<file path="config.mk">
export PLATFORM = sky130hd
export DESIGN_NAME = mirror_line_ctrl
export DESIGN_NICKNAME = d
export VERILOG_FILES = /design/src/rtl/mirror_line_ctrl.sv
export SDC_FILE = /design/constraint.sdc
export NUM_CORES = 1
export LEC_CHECK = 0
export ABC_AREA = 1
export CAP_MARGIN = 20
export CORE_MARGIN = 4
export CORE_UTILIZATION = 35
export DETAILED_ROUTE_END_ITERATION = 6
export DONT_BUFFER_PORTS = 1
export SETUP_SLACK_MARGIN = 0.4
export SYNTH_ARGS = -nofsm -noshare
export SYNTH_HDL_FRONTEND = slang
export SYNTH_SLANG_ARGS = --single-unit
</file>
<file path="constraint.sdc">
create_clock -name iCCD_PIXCLK -period 2.13 [get_ports iCCD_PIXCLK]
set_input_delay 0.426 -clock iCCD_PIXCLK [delete_from_list [all_inputs] [get_ports iCCD_PIXCLK]]
set_output_delay 0.426 -clock iCCD_PIXCLK [all_outputs]
set_load 0.01 [all_outputs]
</file>
<file path="src/rtl/mirror_line_ctrl.sv">
// Ping-pong address/bank scheduler for the two line-buffer banks ahead of the column-mirror stage.
// One bank is written while the previously completed line is read back, reversed or straight.
module mirror_line_ctrl #(
  parameter int LINE_W = 640,
  parameter int AW     = 10,
  parameter int LC_W   = 12
) (
  input  logic            iCCD_PIXCLK,
  input  logic            iRST_N,
  input  logic            iCCD_DVAL,
  input  logic            iCCD_FVAL,
  input  logic            iMIRROR_EN,
  output logic            oWR_EN,
  output logic            oWR_BANK,
  output logic [AW-1:0]   oWR_ADDR,
  output logic            oRD_BANK,
  output logic [AW-1:0]   oRD_ADDR,
  output logic            oDVAL,
  output logic [LC_W-1:0] oLINE_CNT,
  output logic            oOVF
);

  localparam logic [AW-1:0] LAST = AW'(LINE_W - 1);

  typedef enum logic {
    IDLE = 1'b0,
    READ = 1'b1
  } state_t;

  state_t          state_r;
  logic            fval_r;
  logic [AW-1:0]   wr_cnt_r;
  logic            wr_bank_r;
  logic            rd_bank_r;
  logic [1:0]      full_r;
  logic [AW-1:0]   rd_cnt_r;
  logic            mir_r;
  logic [AW-1:0]   rd_addr_r;
  logic            dval_r;
  logic [LC_W-1:0] line_cnt_r;
  logic            ovf_r;

  logic            frame_start_s;
  logic            wr_last_s;
  logic            rd_last_s;
  logic            drop_s;
  logic [1:0]      full_clr_s;
  logic [1:0]      full_next_s;
  logic [AW-1:0]   rd_nxt_s;

  assign oWR_EN        = iCCD_DVAL & iCCD_FVAL;
  assign frame_start_s = iCCD_FVAL & ~fval_r;
  assign wr_last_s     = oWR_EN & (wr_cnt_r == LAST);
  assign rd_last_s     = (state_r == READ) & (rd_cnt_r == LAST);
  assign rd_nxt_s      = rd_cnt_r + AW'(1);

  // Bank occupancy: a read finishing on a bank frees it before a completing write tests it.
  always_comb begin
    full_clr_s = full_r;
    if (rd_last_s) begin
      full_clr_s[rd_bank_r] = 1'b0;
    end else begin
      full_clr_s = full_r;
    end
    drop_s      = wr_last_s & full_clr_s[wr_bank_r];
    full_next_s = full_clr_s;
    if (wr_last_s && !drop_s) begin
      full_next_s[wr_bank_r] = 1'b1;
    end else begin
      full_next_s = full_clr_s;
    end
  end

  // Previous FVAL sample for frame-start edge detection.
  always_ff @(posedge iCCD_PIXCLK or negedge iRST_N) begin
    if (!iRST_N) begin
      fval_r <= 1'b0;
    end else begin
      fval_r <= iCCD_FVAL;
    end
  end

  // Write side: pixel counter, bank toggle and sticky overflow when a line lands on a full bank.
  always_ff @(posedge iCCD_PIXCLK or negedge iRST_N) begin
    if (!iRST_N) begin
      wr_cnt_r  <= {AW{1'b0}};
      wr_bank_r <= 1'b0;
      ovf_r     <= 1'b0;
    end else if (frame_start_s) begin
      wr_cnt_r  <= {AW{1'b0}};
      wr_bank_r <= 1'b0;
      ovf_r     <= 1'b0;
    end else if (wr_last_s) begin
      wr_cnt_r  <= {AW{1'b0}};
      wr_bank_r <= ~wr_bank_r;
      ovf_r     <= ovf_r | drop_s;
    end else if (oWR_EN) begin
      wr_cnt_r  <= wr_cnt_r + AW'(1);
    end
  end

  // Full flags per bank; a partial line never sets one and frame start discards both.
  always_ff @(posedge iCCD_PIXCLK or negedge iRST_N) begin
    if (!iRST_N) begin
      full_r <= 2'b00;
    end else if (frame_start_s) begin
      full_r <= 2'b00;
    end else begin
      full_r <= full_next_s;
    end
  end

  // Read FSM: mirror mode is latched at line start so mid-line changes wait for the next line.
  always_ff @(posedge iCCD_PIXCLK or negedge iRST_N) begin
    if (!iRST_N) begin
      state_r    <= IDLE;
      rd_cnt_r   <= {AW{1'b0}};
      rd_bank_r  <= 1'b0;
      mir_r      <= 1'b0;
      rd_addr_r  <= {AW{1'b0}};
      dval_r     <= 1'b0;
      line_cnt_r <= {LC_W{1'b0}};
    end else begin
      dval_r <= (state_r == READ);
      if (frame_start_s) begin
        state_r    <= IDLE;
        rd_cnt_r   <= {AW{1'b0}};
        rd_bank_r  <= 1'b0;
        rd_addr_r  <= {AW{1'b0}};
        line_cnt_r <= {LC_W{1'b0}};
      end else begin
        case (state_r)
          IDLE: begin
            if (full_r[rd_bank_r]) begin
              state_r   <= READ;
              rd_cnt_r  <= {AW{1'b0}};
              mir_r     <= iMIRROR_EN;
              rd_addr_r <= iMIRROR_EN ? LAST : {AW{1'b0}};
            end
          end
          READ: begin
            if (rd_last_s) begin
              state_r    <= IDLE;
              rd_cnt_r   <= {AW{1'b0}};
              rd_bank_r  <= ~rd_bank_r;
              rd_addr_r  <= {AW{1'b0}};
              line_cnt_r <= line_cnt_r + LC_W'(1);
            end else begin
              rd_cnt_r  <= rd_nxt_s;
              rd_addr_r <= mir_r ? (LAST - rd_nxt_s) : rd_nxt_s;
            end
          end
          default: begin
            state_r   <= IDLE;
            rd_addr_r <= {AW{1'b0}};
          end
        endcase
      end
    end
  end

  assign oWR_BANK  = wr_bank_r;
  assign oWR_ADDR  = wr_cnt_r;
  assign oRD_BANK  = rd_bank_r;
  assign oRD_ADDR  = rd_addr_r;
  assign oDVAL     = dval_r;
  assign oLINE_CNT = line_cnt_r;
  assign oOVF      = ovf_r;

endmodule

</file>
==> impl_metrics.ini, run 1 <==
[global_route]
antenna_found_initial = 0
grt_pass1_wl_microns = 10400
grtUsageTotal = 0.145
grt_pass1_vias = 2194
grt_max_degree = 51
overflow = 0

[synthesis]
synth_area_per_cell_sq_um = 8.21
yosys_most_used_dff = dfrtp_1
synth_top_family_by_area = simple AND/OR/NAND/NOR gates
synth_edf_count = 0
synth_top_cell_by_area = dfrtp_1
synth_warnings = 0
async_flop_share = 1.00
synth_nets = 337
synth_mux_area_frac = 0.00372
synth_cell_types = 39
synth.cell_area_sq_um = 2690
ys_ff_latch = 50
synth_top_area_frac = 0.465
synth_xor_xnor_area_share = 0.0325
synth_adder_area_share = 0.0186
seq_area_frac_synth = 0.465
syn_inst = 328
synth_compound_area_frac = 0.116
synth_area_leaders = dfrtp_1, nand2_1, inv_1
synth-simple-area-share = 0.286

[sta]
skew_ps = 3.19
tns_ps = 0
hold_viol = 0
slew_violations = 0
fin_crit_sh = 0.862
fin_crit_ps = 1840
relSlewSlack = 0.753
max_freq_mhz = 545
timing.final.ws_setup_ps = 295
worst_slew_pin_slew_ps = 370
rsz0062_at_grt = true
final-setup-viol-count = 0

[floorplanning]
die_h_microns = 95.7
die_area_sq_um = 9160
ios = 42
rows = 31
die_w_microns = 95.7
start_util = 0.365
core-area_sq_um = 7370

[power]
clock_power_share = 0.383
leakagePower_uw = 0.00147
comb_power_share = 0.054
vdd_drop_max_v = 0.000305
seq_power_share = 0.563
switching_share = 0.232
pwr_density_cell_nw_per_um2 = 550
p_int_uw = 1350
power.switching_uw = 406

[min_path]
hold_end = fval_r
hp-start = iCCD_FVAL
hold_class = in2reg
whs_path_depth = 0

[cells_and_area]
diodes = 0
final_core_util = 0.432
nets = 362
final_cell_mix = nand2_1, dfrtp_1, inv_1
mostFrequentLayoutCell = nand2_1
syn_to_final_growth_pct = 18.2
drive_above_1_share = 0.220

[route]
ant_nets = 0
wl_microns = 6770
drt_iter0_drc = 147
via_per_inst = 5.09
drc = 0
vias = 2307
avgRoutedWirePerCell_microns = 14.9
firstDrtPassIters = 4

[critical_path]
crit_fanout = 4
worst_ep_required_time_ps = 2330
r2r_slack_ps = 290
reg2regPathDepth = 13
worst-endpoint-arrival_ps = 2040
end_kind = flop
r2r-start = rd_cnt_r[1]
reg2reg_to = oRD_ADDR[9]
crit_type = reg2reg
critPathLaunchType = flop

[clocking]
cts_sinks = 50
clock_latency_ps = 300
numCtsBuffers = 5
htree_levels = 2
root_buffer = clkbuf_8
cts_tree = yes
path_clk_slew_ps = 90
clk_path_buf_depth = 2

[place]
dpl_worst_slack_ps = 226
io_buffers = 0
dp_hpwl_microns = 4510
gp_congestion = 0.859

[status]
status = complete, no violations

[flow_run]
maxCapViolCount = 0
==> how the worst max path moves through the flow <==
stage | cells after the start | slack (ps) | startpoint | endpoint
2_1_floorplan | 10 | 380 | rd_cnt_r[1] | oRD_ADDR[8]
3_3_place_gp | 13 | 280 | rd_cnt_r[1] | oRD_ADDR[9]
3_5_place_dp | 13 | 230 | rd_cnt_r[1] | oRD_ADDR[9]
4_1_cts | 14 | 360 | rd_cnt_r[0] | oRD_ADDR[9]
5_1_grt | 13 | 190 | rd_cnt_r[0] | oRD_ADDR[9]
6_report | 13 | 290 | rd_cnt_r[1] | oRD_ADDR[9]
==> synth_stat cells (2+ instances only) <==
cell and instances:
nand2_1 82, dfrtp_1 50, inv_1 34, nor2_1 25, nand3_1 22, a21oi_1 17, o21ai_0 16, nand4_1 8
o22ai_1 7, xor2_1 7, nor3_1 6, nand3_2 5, ha_1 4, inv_2 4, a21o_1 3, buf_2 3
buf_4 3, nand2_2 3, xnor2_1 3, a31oi_1 2, buf_6 2, nor2_2 2, nor2_4 2, nor3_4 2
o21ai_1 2
==> stage by stage <==
stage	power, uW	hold WS [ps]	area (sq um)	instances
final	1750	140	3180	453
after global placement	1070	132	2800	422
after CTS	1770	130	3000	437
after floorplan	1050	130	2710	328
after detailed placement	1070	132	2800	422
after global routing	1820	120	3180	453
==> kinds of logic (layout without fill, tap and decap cells) <==
kind of cell             after synthesis  after routing
flip-flops                            50             50
AND/OR/NAND/NOR                      161            161
XOR/XNOR                              10             10
buffers and inverters                 48             74
adder cells (fa/ha/maj)                4              4
multiplexers                           1              1
AO/OA/AOI/OAI                         54             54
==> repair_timing <==
item / 4_1_cts / 5_1_grt
gates cloned: 0 / 1
endpoints found under the hold margin: 50 / 0
endpoints found under the setup margin: 18 / 26
buffers inserted: 5 / 15
hold buffers: 2 / 0
pin swaps: 5 / 9
resized for setup: 8 / 19
==> per-layer routing <==
metal  share of wire  track usage  routed length [microns]  up-vias
li1                -            -                        -     1127
met1            0.43        0.180                     2920     1096
met2            0.48        0.239                     3280       74
met3           0.072       0.0438                      485       10
met4           0.013       0.0474                       87        0
met5               0            0                        0        -
==> registers in the layout, summed over array words and instances (netlist names) <==
register,count
state_r,1
oLINE_CNT,12
full_r,2
oDVAL,1
rd_cnt_r,10
oWR_ADDR,10
oRD_BANK,1
oRD_ADDR,9
fval_r,1
oWR_BANK,1
oOVF,1
mir_r,1
==> power groups by stage <==
stage,clock network (uW),logic [uW],registers (uW)
after floorplan,0,48.4,999
after global placement,0,61.2,1010
after detailed placement,0,62.3,1000
after CTS,690,90.1,986
after global routing,717,110,990
final,671,94.8,986
==> area by class of cell <==
| type | count | area (sq um) |
|---|---|---|
| fill | 756 | 4190 |
| multi-input combinational | 230 | 1310 |
| timing repair inverter | 1 | 7.51 |
| timing repair buffer | 26 | 221 |
| inverter | 39 | 153 |
| tap | 99 | 124 |
| sequential | 50 | 1260 |
| clock inverter | 1 | 30.0 |
| clock buffer | 7 | 76.3 |
==> critical path, cell delays in order (launching register included) <==
cell and delay [ps]:
dfrtp_2 430, ha_4 170, nand3_4 90, nor2_4 180, nand2_2 100, o21ai_2 160
ha_2 190, nand2_2 60, inv_2 70, nand3_2 70, nand3_2 70, nand2_1 50
nand2_1 50, nand2_1 40
Power figures use the tool's default switching activity.
==> run 2, diff against run 1 <==
- CORE_UTILIZATION: 35 -> 30
==> impl_metrics.ini, run 2 (synthesis results as in run 1) <==
[clocking]
htree_levels = 2
cts_tree = yes
numCtsBuffers = 5
clk_path_buf_depth = 2
root_buffer = clkbuf_8
cts_sinks = 50
clock_latency_ps = 310
path_clk_slew_ps = 90

[route]
avgRoutedWirePerCell_microns = 15.9
wl_microns = 7350
drc = 0
ant_nets = 0
vias = 2380
via_per_inst = 5.14
firstDrtPassIters = 4
drt_iter0_drc = 115

[floorplanning]
die_h_microns = 103
rows = 34
ios = 42
core-area_sq_um = 8720
start_util = 0.309
die_w_microns = 103
die_area_sq_um = 10600

[critical_path]
critPathLaunchType = flop
r2r-start = rd_cnt_r[1]
worst_ep_required_time_ps = 2330
r2r_slack_ps = 300
crit_type = reg2reg
end_kind = flop
reg2reg_to = oRD_ADDR[3]
worst-endpoint-arrival_ps = 2030
reg2regPathDepth = 10
crit_fanout = 6

[power]
leakagePower_uw = 0.00153
power_uw = 1920
pwr_density_cell_nw_per_um2 = 583
vdd_drop_max_v = 0.000372

[cells_and_area]
nets = 363
fill_cells = 870
final_cell_mix = nand2_1, dfrtp_1, inv_1
syn_to_final_growth_pct = 22.1
mostFrequentLayoutCell = nand2_1
largest_register_ffs = 12
diodes = 0
multi_input_area_sq_um = 1350
drive_above_1_share = 0.237
regArea_sq_um = 1260

[global_route]
grtUsageTotal = 0.142
grt_max_degree = 51
antenna_found_initial = 0
overflow = 0
grt_pass1_vias = 2349
grt_pass1_wl_microns = 11800

[flow_run]
maxCapViolCount = 0

[sta]
whs_ps = 137
rsz0062_at_grt = true
skew_ps = 4.92
relSlewSlack = 0.703
tns_ps = 0
worst_slew_pin_slew_ps = 443
max_freq_mhz = 546
fin_crit_sh = 0.859
hold_viol = 0
fin_crit_ps = 1830
slew_violations = 0
final-setup-viol-count = 0

[min_path]
whs_path_depth = 0
hold_end = fval_r
hp-start = iCCD_FVAL
hold_class = in2reg

[place]
gp_congestion = 0.854
io_buffers = 0
dp_hpwl_microns = 4760

[status]
status = complete, no violations
## run 2: changes by cell type in the layout (fill, tap and decap cells not counted), sizes merged
cell / change
bufinv: +1
clkinv: +1
clkinvlp: -1
inv: -1
nand3: +1
## run 2: worst max path at each step
stage / start / to / slack (ps) / cells after the start
final: rd_cnt_r[1] / oRD_ADDR[3] / 300 / 10
after global placement: rd_cnt_r[1] / oRD_ADDR[9] / 290 / 13
after CTS: rd_cnt_r[1] / oRD_ADDR[9] / 370 / 15
after detailed placement: rd_cnt_r[1] / oRD_ADDR[9] / 190 / 13
after global routing: rd_cnt_r[5] / oRD_ADDR[9] / 150 / 12
after floorplan: rd_cnt_r[1] / oRD_ADDR[8] / 380 / 10
## run 2: cell type report
class	instances	share of cell area
multi-input cells	231	0.412
flip-flops and latches	50	0.383
repair buffers	27	0.0738
inverters	39	0.0472
well taps	108	0.0411
clock buffers	6	0.0251
clock inverters	2	0.0183
## run 2: critical path: stages (launching register included)
cell     delay, ps
dfrtp_1        430
ha_4           180
nand3_2        100
nor2_4         110
buf_4          120
buf_6          110
nand3_4        210
buf_12         210
nand3_2         50
a21oi_1         60
a21o_1         160
## run 2: power breakdown
group,internal (uW),switching [uW]
sequential,962,23.3
combinational,32.0,64.7
clock,501,334
## run 2: through the flow
step / utilization / cells / setup slack, ps / area (sq um)
finish: 0.377 / 463 / 300 / 3290
global route: 0.377 / 463 / 148 / 3290
CTS: 0.357 / 450 / 369 / 3110
detailed placement: 0.321 / 430 / 186 / 2800
global placement: 0.321 / 430 / 294 / 2800
floorplan: - / 328 / 383 / 2710
## run 2: layer usage
metal / global-route usage / wire length [microns] / vias to the layer above
met4: 0.0468 / 115 / 0
met3: 0.0406 / 533 / 13
met5: 0 / 0 / -
li1: - / - / 1135
met2: 0.237 / 3610 / 78
met1: 0.178 / 3090 / 1154
## run 2: repair_timing
item / in CTS / in global routing
hold endpoints to repair: 50 / 0
buffers inserted: 9 / 13
pin swaps: 6 / 9
setup endpoints to repair: 18 / 21
gates resized for setup: 12 / 21
hold buffers: 2 / 0
cloned: 1 / 0
